## src/rtl/tt_mpu_seq.sv

```systemverilog
// Matrix-unit instruction sequencer driving tt_opacc and VRF reads, returning LQ responses.
// Optional perf counters enabled with TT_MPU_SEQ_PERF_EN.
module tt_mpu_seq #(
  parameter int LQ_DEPTH_LOG2 = 3,
  parameter int VLEN          = 256,
  parameter int XLEN          = 64,
  parameter int NUM_MREGS     = 2,
  localparam int ROWS = VLEN / XLEN,
  localparam int MW   = (NUM_MREGS > 1) ? $clog2(NUM_MREGS) : 1,
  localparam int RW   = (ROWS > 1) ? $clog2(ROWS) : 1
) (
  input  logic                     i_clk,
  input  logic                     i_reset_n,
  input  logic                     i_inst_vld,
  input  logic [31:0]              i_inst,
  input  logic [LQ_DEPTH_LOG2-1:0] i_lqid,
  output logic                     o_inst_rdy,
  output logic [2:0]               o_vrf_rden,
  output logic [14:0]              o_vrf_rdaddr,
  output logic                     o_ab_valid,
  output logic                     o_c_valid,
  output logic [MW-1:0]            o_op_addr,
  output logic [RW-1:0]            o_c_addr,
  output logic                     o_lqvld,
  output logic [LQ_DEPTH_LOG2-1:0] o_lqid,
  output logic                     o_lqexc,
  input  logic                     i_lq_rdy,
  output logic                     o_busy
`ifdef TT_MPU_SEQ_PERF_EN
  ,
  output logic [31:0]              o_perf_opacc_cnt,
  output logic [31:0]              o_perf_lq_stall_cnt
`endif
);

  typedef enum logic [2:0] {
    S_IDLE, S_RD, S_EX, S_OUT, S_IN_RD, S_IN_WR, S_EXC
  } state_t;

  state_t                   state_q, state_d;
  logic [RW-1:0]            r_q, r_d;
  logic [MW-1:0]            md_q;
  logic [4:0]               vs1_q, vs2_q;
  logic [LQ_DEPTH_LOG2-1:0] lqid_q;

  logic [6:0]    opc;
  logic [2:0]    funct3;
  logic [4:0]    rd_f;
  logic [MW-1:0] md_in;
  logic          illegal;
  logic          accept;
  logic          last_row;
  logic          unused_inst;

  assign opc         = i_inst[6:0];
  assign funct3      = i_inst[14:12];
  assign rd_f        = i_inst[11:7];
  assign md_in       = i_inst[7 +: MW];
  assign unused_inst = ^i_inst[31:25];

  // bits of the rd field beyond the matrix-register index must be zero
  assign illegal = (opc != 7'h0B) || (funct3 > 3'd2) ||
                   (int'(md_in) >= NUM_MREGS) || ((rd_f >> MW) != 5'd0);

  assign o_inst_rdy = (state_q == S_IDLE);
  assign o_busy     = (state_q != S_IDLE);
  assign accept     = i_inst_vld & o_inst_rdy;
  assign last_row   = (r_q == RW'(ROWS - 1));

  always_ff @(posedge i_clk) begin
    if (!i_reset_n) begin
      state_q <= S_IDLE;
      r_q     <= '0;
      md_q    <= '0;
      vs1_q   <= '0;
      vs2_q   <= '0;
      lqid_q  <= '0;
    end else begin
      state_q <= state_d;
      r_q     <= r_d;
      if (accept) begin
        md_q   <= md_in;
        vs1_q  <= i_inst[19:15];
        vs2_q  <= i_inst[24:20];
        lqid_q <= i_lqid;
      end
    end
  end

  always_comb begin
    state_d = state_q;
    r_d     = r_q;
    case (state_q)
      S_IDLE: begin
        if (i_inst_vld) begin
          r_d = '0;
          if (illegal)             state_d = S_EXC;
          else if (funct3 == 3'd0) state_d = S_RD;
          else if (funct3 == 3'd1) state_d = S_OUT;
          else                     state_d = S_IN_RD;
        end
      end
      S_RD: state_d = S_EX;
      S_EX: state_d = S_IDLE;
      S_OUT: begin
        if (i_lq_rdy) begin
          if (last_row) begin
            state_d = S_IDLE;
            r_d     = '0;
          end else begin
            r_d = r_q + RW'(1);
          end
        end
      end
      S_IN_RD: state_d = S_IN_WR;
      S_IN_WR: begin
        if (last_row) begin
          state_d = S_IDLE;
          r_d     = '0;
        end else begin
          state_d = S_IN_RD;
          r_d     = r_q + RW'(1);
        end
      end
      S_EXC: if (i_lq_rdy) state_d = S_IDLE;
      default: state_d = S_IDLE;
    endcase
  end

  // outputs decode only flopped state and captured fields, never live inputs
  always_comb begin
    o_vrf_rden   = 3'b000;
    o_vrf_rdaddr = 15'd0;
    o_ab_valid   = 1'b0;
    o_c_valid    = 1'b0;
    o_op_addr    = '0;
    o_c_addr     = '0;
    o_lqvld      = 1'b0;
    o_lqid       = '0;
    o_lqexc      = 1'b0;
    case (state_q)
      S_RD: begin
        o_vrf_rden   = 3'b110;
        o_vrf_rdaddr = {vs1_q, vs2_q, 5'd0};
      end
      S_EX: begin
        o_ab_valid = 1'b1;
        o_op_addr  = md_q;
      end
      S_OUT: begin
        o_lqvld   = 1'b1;
        o_lqid    = lqid_q + LQ_DEPTH_LOG2'(r_q);
        o_c_addr  = r_q;
        o_op_addr = md_q;
      end
      S_IN_RD: begin
        o_vrf_rden   = 3'b001;
        o_vrf_rdaddr = {10'd0, vs1_q + 5'(r_q)};
      end
      S_IN_WR: begin
        o_c_valid = 1'b1;
        o_c_addr  = r_q;
        o_op_addr = md_q;
      end
      S_EXC: begin
        o_lqvld = 1'b1;
        o_lqexc = 1'b1;
        o_lqid  = lqid_q;
      end
      default: ;
    endcase
  end

`ifdef TT_MPU_SEQ_PERF_EN
  logic [31:0] perf_opacc_q, perf_stall_q;

  always_ff @(posedge i_clk) begin
    if (!i_reset_n) begin
      perf_opacc_q <= '0;
      perf_stall_q <= '0;
    end else begin
      perf_opacc_q <= perf_opacc_q + {31'd0, o_ab_valid};
      perf_stall_q <= perf_stall_q + {31'd0, o_lqvld & ~i_lq_rdy};
    end
  end

  assign o_perf_opacc_cnt    = perf_opacc_q;
  assign o_perf_lq_stall_cnt = perf_stall_q;
`endif

endmodule

```

## config.mk

```make
export PLATFORM = sky130hd
export DESIGN_NAME = tt_mpu_seq
export DESIGN_NICKNAME = d
export VERILOG_FILES = /design/src/rtl/tt_mpu_seq.sv
export SDC_FILE = /design/constraint.sdc
export NUM_CORES = 1
export LEC_CHECK = 0
export ABC_AREA = 1
export BUFFER_PORTS_ARGS = -buffer_cell sky130_fd_sc_hd__buf_4
export CAP_MARGIN = 20
export CORE_AREA = 2 2 55 57
export CTS_BUF_LIST = sky130_fd_sc_hd__clkbuf_4 sky130_fd_sc_hd__clkbuf_8
export DETAILED_ROUTE_END_ITERATION = 10
export DIE_AREA = 0 0 57 59
export PLACE_DENSITY_LB_ADDON = 0.08
export SKIP_LAST_GASP = 1
export SLEW_MARGIN = 20
export SYNTH_ARGS = -nofsm -noshare
export SYNTH_HDL_FRONTEND = slang
export SYNTH_SLANG_ARGS = --single-unit
```

## constraint.sdc

```tcl
create_clock -name i_clk -period 1.7 [get_ports i_clk]
set_input_delay 0.17 -clock i_clk [delete_from_list [all_inputs] [get_ports i_clk]]
set_output_delay 0.17 -clock i_clk [all_outputs]
set_load 0.01 [all_outputs]
```

; ---- After elaboration in Yosys (flattened, before gate mapping)
; Cells that the tools add are included.
[op_classes]
bitwise_logic = 1
n_addsub = 3
muxes = 22
reduce_logical = 12
order_cmp = 1
n_eq_ne = 13
[op_table]
columns = cell, count
row1 = 15-bit case mux with 2 select lines, 1
row2 = 3-bit two-way mux, 8
row3 = 3-bit case mux with 6 select lines, 1
row4 = 3-bit case mux with 2 select lines, 2
row5 = 3-bit equality test (second input constant), 3
row6 = 2-bit two-way mux, 4
row7 = 2-bit != test (second input constant), 4
row8 = 7-bit by 4-bit != test with 1-bit output (second input constant), 1
row9 = 3-bit by 1-bit equality test with 1-bit output (second input constant), 2
row10 = 3-bit by 2-bit equality test with 1-bit output (second input constant), 2
row11 = 3-bit logical NOT, 2
row12 = 2-bit case mux with 3 select lines, 1
row13 = 3-bit nonzero test, 2
row14 = 5-bit by 2-bit adder with 5-bit output, 1
row15 = 1-bit two-way mux, 5
row16 = 5-bit nonzero test, 1
row17 = 4-bit AND reduction, 1
row18 = 2-bit OR reduction, 2
row19 = 3-bit by 2-bit adder with 3-bit output, 1
row20 = 3-bit by 2-bit greater-than comparator with 1-bit output (second input constant), 1
row21 = 3-bit AND reduction, 1
row22 = 3-bit OR reduction, 1
row23 = 2-bit by 1-bit adder with 2-bit output (second input constant), 1
row24 = 2-bit equality test (second input constant), 1
row25 = other kinds (2), 3
[word_totals]
word_cells = 58
regBits = 19
output_inout_bits = 30

; ---- Depth between registers and ports, before layout
; Gate-level depths: netlist (run 1).
[depth]
depth_word = 6
mapped_depth = 9
depth_no_buf = 9

; ---- Least setup slack after synthesis (run 1)
; OpenSTA, ideal clock, no wires.
[synth_timing]
kind = reg2out
start = register r_q[0]
end = output o_vrf_rdaddr[4]
path_stages_with_launch = 7
slack_ps = 24
arrival_time_ps = 1506
cell_sequence = dfxtp_1 ha_1 inv_1 fa_1 nor2_1 a21oi_1 nor3_1
[synth_via]
elab_chain_cells = 2
[synth_lines]
columns = item, line_no
row1 = "start, declared", 41  ; logic [RW-1:0] r_q, r_d;
row2 = "start signal, assigned", 80  ; r_q <= r_d;
row3 = 5-bit by 2-bit adder with 5-bit output, 158  ; o_vrf_rdaddr = {10'd0, vs1_q + 5'(r_q)};
row4 = 15-bit case mux with 2 select lines, 141  ; case (state_q)
row5 = "end, declared", 19  ; output logic [14:0] o_vrf_rdaddr,
; Every way passes these cells.

; ---- Final worst setup path (run 1)
; Same ends and word-level chain as after synthesis.

==> impl_metrics.toml, run 1 <==
[timing]
hold_ws_ps = 134.2
fin_ws_ps = -185.5
setup_viol = 6
tightest_slew_ps = 250.1
rsz0062_at_grt = "yes"
skew_ps = 4.095
final_hold_viol_count = 0
setup_tns_ps = -661.7
fin_crit_sh_pct = 110.9
post-route-min-period_ps = 1886
slew_viol_final = 0
maxSlewHeadroom_pct = 83.31
fmax_ghz = 0.5304

[finish]
final_core_util_pct = 67.82
diodes = 0
final_layout_size_suffix_gt1_share_pct = 42.17
final_common_cell = "buf_4"
syn_to_final_growth_pct = 48.38
mostFrequentLayoutCells = "buf_4, nor2_1, inv_1"
num-nets-final = 295
fin_cells = 280

[synthesis]
yosys_most_used_dff = "dfxtp_1"
synthDistinctLibCells = 26
ys.warnings.count = 0
syn_nets = 231
synth_edf_count = 0
syn_inst = 186
synth_seq_area_share_pct = 30.71
synth_area_um2 = 1239
ys_ff_latch = 19
avgSynthCellArea_um2 = 6.660
ys_async_sr_fraction_pct = 0

[routing]
routedWlPerCell_um = 10.89
drt-total-wl_um = 3048
drt_first_pass_iters = 4
avgViaCountPerCell = 4.721
drc_errors = 0
postRouteAntennaNets = 0
drt_iter0_markers = 26
vias = 1322

[hold_path]
min_path_type = "input pin to flop"
hp-start = "i_lqid[1]"

[power]
switching_power_mw = 1.051
irDropWorstVdd_v = 0.0009287
combPwrFrac_pct = 57.3
p_per_area_nw_per_um2 = 1241
seqPwrFrac_pct = 32.8
finalPower_mw = 2.281
power_leakage_nw = 0.9021
clockPowerShare_pct = 9.9
p_sw_share_pct = 46.08
internal_power_mw = 1.230

[global_routing]
grt_pass1_vias = 1184
grt_use_total_pct = 18.29
grt_pass1_wl_um = 4947
grt_max_degree = 28
overflow = 0
antenna_found_initial = 0

[floorplanning]
fp-row-count = 19
core_um2 = 2710
dieHeight_um = 59
io_pins = 69
die_w_um = 57
start_util_pct = 45.71
dieArea_um2 = 3363

[clocking]
cts_setup_buffers = 0
cts_tree = "yes"
root_buffer = "clkbuf_4"
clock_sinks = 19
cts_buffers = 3
path_clk_slew_ps = 110
h-tree-depth = 1
clock_path_buffers = 2
clk_latency_ps = 290

[critical_path]
startpoint_type = "flop"
critPathLaunch = "r_q[0]"
cp-end-kind = "output pin"
r2r-start = "state_q[1]"
crit_arrival_ps = 1720
crit_type = "flop to output pin"
cp.required_ps = 1530
crit_fanout = 4

[outcome]
status = "finished, violations left"
violations = "negative setup slack"

[place]
gp_congestion = 0.7598
port_buffers = 61
dpl.cell_count = 276
dpl.hpwl_um = 2377

[flow_run]
drv_cap = 0
-- synthesized netlist by cell type, types with 3 or more instances --
cell | number | area share (%)
nor2_2 | 3 | 1.5
inv_2 | 3 | 0.91
o21ai_1 | 7 | 2.8
nor2_1 | 32 | 9.7
nand3_1 | 5 | 2.0
a21oi_1 | 21 | 8.5
nand2_1 | 26 | 7.9
inv_1 | 29 | 8.8
o21ai_0 | 11 | 4.4
nand2_2 | 6 | 3.0
ha_1 | 4 | 4.0
dfxtp_1 | 19 | 31
nor3_1 | 3 | 1.2
-- logic make-up after synthesis --
family	count (synthesis)	share of synthesized area [%]
xor gates and xnor gates	1	0.7072
DFF	19	30.71
adders and majority gates	6	7.273
AOI/OAI and AO/OA	40	16.46
and+or+nand+nor	81	31.01
buffers and inverters	39	13.84
-- registers in the layout, indices dropped and copies added (netlist names) --
name and flops:
r_q 2, state_q 3, lqid_q 3, vs2_q 5
md_q 1, vs1_q 5
-- layout make-up --
type | count | area (um2)
clock buffer | 3 | 22.52
multi-input combinational | 128 | 764.5
clock inverter | 1 | 5.005
timing repair buffer | 64 | 480.5
tap | 31 | 38.79
inverter | 34 | 132.6
fill | 263 | 872.1
sequential | 19 | 394.1
-- worst paths after layout --
| check | to | slack, ps | cells past startpoint |
|---|---|---|---|
| min | lqid_q[1] | 130 | 3 |
| min reg2reg | vs2_q[1] | 460 | 2 |
| max | o_vrf_rdaddr[4] | -190 | 7 |
| max reg2reg | vs1_q[1] | 420 | 6 |
-- stage by stage --
stage / area, um2 / setup WS [ps]
6_report: 1838 / -185.5
5_1_grt: 1838 / -266.1
4_1_cts: 1795 / -211.0
3_5_place_dp: 1719 / -51.28
3_3_place_gp: 1719 / -8.232
2_1_floorplan: 1239 / 23.79
-- critical path, cell delays in order, from the launching register on --
cell	delay, ps
dfxtp_4	390
ha_4	140
inv_2	30
fa_2	370
nor2_4	130
a21oi_2	60
nor3_2	160
buf_4	140
-- timing repair --
item                                   CTS  global route
resized for setup                       17            12
endpoints found under the hold margin    0             0
pin swaps                                7             5
hold buffers                             0             0
setup endpoints to repair               17            18
-- power groups by stage --
| stage | clock network, mW | registers [mW] | logic (mW) |
|---|---|---|---|
| 6_report | 0.226 | 0.748 | 1.31 |
| 3_3_place_gp | 0 | 0.701 | 1.23 |
| 3_5_place_dp | 0 | 0.710 | 1.24 |
| 4_1_cts | 0.237 | 0.720 | 1.28 |
| 5_1_grt | 0.256 | 0.766 | 1.46 |
| 2_1_floorplan | 0 | 0.689 | 0.872 |
-- routing by layer --
metal | global-route usage (%) | routed length (um) | vias to the layer above
li1 | - | - | 709
met4 | 5.980 | 37 | 0
met3 | 2.183 | 170 | 4
met1 | 25.89 | 1438 | 567
met2 | 29.23 | 1401 | 42
met5 | 0 | 0 | -
No activity file was read; power rests on OpenSTA's default activity.
==> inputs of run 2 (changes only) <==
clock period = 2 ns   (was 1.7 ns; I/O delays follow)
==> run 2 against run 1 <==
Effect of this change:
- sequential share of layout area increased by 0.10 points
- sequential power decreased by 19%
- critical path depth decreased by 1
- largest power group unchanged
- final area decreased by 2.4%
- highest routed layer unchanged
- the flow now finishes without violations
==> impl_metrics.toml, run 2 (synthesis results as in run 1) <==
[clocking]
h-tree-depth = 1
cts_tree = "yes"
path_clk_slew_ps = 110
postCtsHoldBufs = 0
cts_buffers = 3
root_buffer = "clkbuf_4"
clock_sinks = 19
clock_path_buffers = 2
clk_latency_ps = 290

[floorplanning]
fp-row-count = 19
die_w_um = 57
dieArea_um2 = 3363
start_util_pct = 45.71
core_um2 = 2710
dieHeight_um = 59
io_pins = 69

[finish]
num-nets-final = 293
diodes = 0
final_core_util_pct = 66.21
fin_area_um2 = 1794
final_layout_size_suffix_gt1_share_pct = 39.27
final_common_cell = "buf_4"
reg_top3 = "vs1_q x5, vs2_q x5"
syn_to_final_growth_pct = 44.85
mostFrequentLayoutCells = "buf_4, nor2_1, inv_1"

[global_routing]
overflow = 0
grt_max_degree = 28
grt_pass1_wl_um = 4940
grt_pass1_vias = 1197
antenna_found_initial = 0
grt_use_total_pct = 18.12

[timing]
fmax_ghz = 0.5138
post-route-min-period_ps = 1946
final_hold_viol_count = 0
slew_viol_final = 0
setup_viol = 0
rsz0062_at_grt = "yes"
skew_ps = 3.262
maxSlewHeadroom_pct = 75.66
fin_crit_sh_pct = 97.32
tightest_slew_ps = 362.3

[place]
post_dp_cell_area_um2 = 1697
port_buffers = 61
dpl.hpwl_um = 2293
gp_congestion = 0.7721

[routing]
drt_iter0_markers = 19
vias = 1294
drt_first_pass_iters = 4
drc_errors = 0
postRouteAntennaNets = 0
drt-total-wl_um = 2889
avgViaCountPerCell = 4.655
routedWlPerCell_um = 10.39

[critical_path]
cp-end-kind = "output pin"
crit_fanout = 3
cp.required_ps = 1800
crit_arrival_ps = 1750
startpoint_type = "flop"
crit_type = "flop to output pin"

[flow_run]
drv_cap = 0

[power]
power_leakage_nw = 0.8995
p_per_area_nw_per_um2 = 1043
finalPower_mw = 1.872
irDropWorstVdd_v = 0.0006579

[hold_path]
min_path_type = "input pin to flop"

[outcome]
status = "completed"
## run 2: changes by cell type in the layout (fill, tap and decap cells not counted), sizes merged
| cell | change |
|---|---|
| buf | -2 |
## run 2: timing repair
action / 4_1_cts / 5_1_grt
hold endpoints to repair: 0 / 0
resized for setup: 5 / 11
endpoints found under the setup margin: 2 / 9
pin swaps: 1 / 4
gates cloned: 0 / 0
setup buffers: 1 / 0
## run 2: power by group
group          leakage [nW]  total, mW  switching [mW]  internal, mW
registers             0.158      0.606          0.0937         0.512
clock network        0.0177      0.194           0.120        0.0743
logic                 0.724       1.07           0.645         0.427
total                 0.900       1.87           0.859          1.01
## run 2: routing by layer
metal | wire length, um | share of wire (%) | up-vias | global-route usage (%)
li1 | - | - | 708 | -
met3 | 192 | 6.6 | 2 | 3.712
met1 | 1412 | 49 | 547 | 24.53
met2 | 1268 | 44 | 37 | 30.05
met4 | 17 | 0.59 | 0 | 3.987
met5 | 0 | 0 | - | 0
## run 2: worst paths after layout
path,start,depth (start not counted),end,slack (ps)
worst max-delay path,r_q[0],6,o_lqid[2],50
worst min-delay path,i_lqid[1],3,lqid_q[1],170
worst max register to register,state_q[0],6,state_q[1],670
worst min register to register,vs2_q[0],2,vs2_q[0],460
## run 2: through the flow
step	hold WS (ps)	instances	setup TNS, ps	setup slack, ps
after CTS	160.8	278	0	19.24
after detailed placement	446.0	273	0	158.9
final	165.7	278	0	53.70
after global placement	440.1	273	0	184.5
after floorplan	338.4	186	0	293.8
after global routing	151.8	278	-87.63	-58.78
## run 2: final cells by class
cell class,count,area [um2]
multi-input combinational,128,743.2
clock inverter,1,5.005
inverter,34,132.6
clock buffer,3,22.52
timing repair buffer,62,465.4
fill,255,915.9
tap,31,38.79
sequential,19,386.6
## run 2: worst max-delay path, cell delays in order, from the launching register on
cell     delay (ps)
dfxtp_4         380
ha_1            210
fa_2            350
nand2_1          70
inv_1            40
o32ai_2         240
buf_4           160
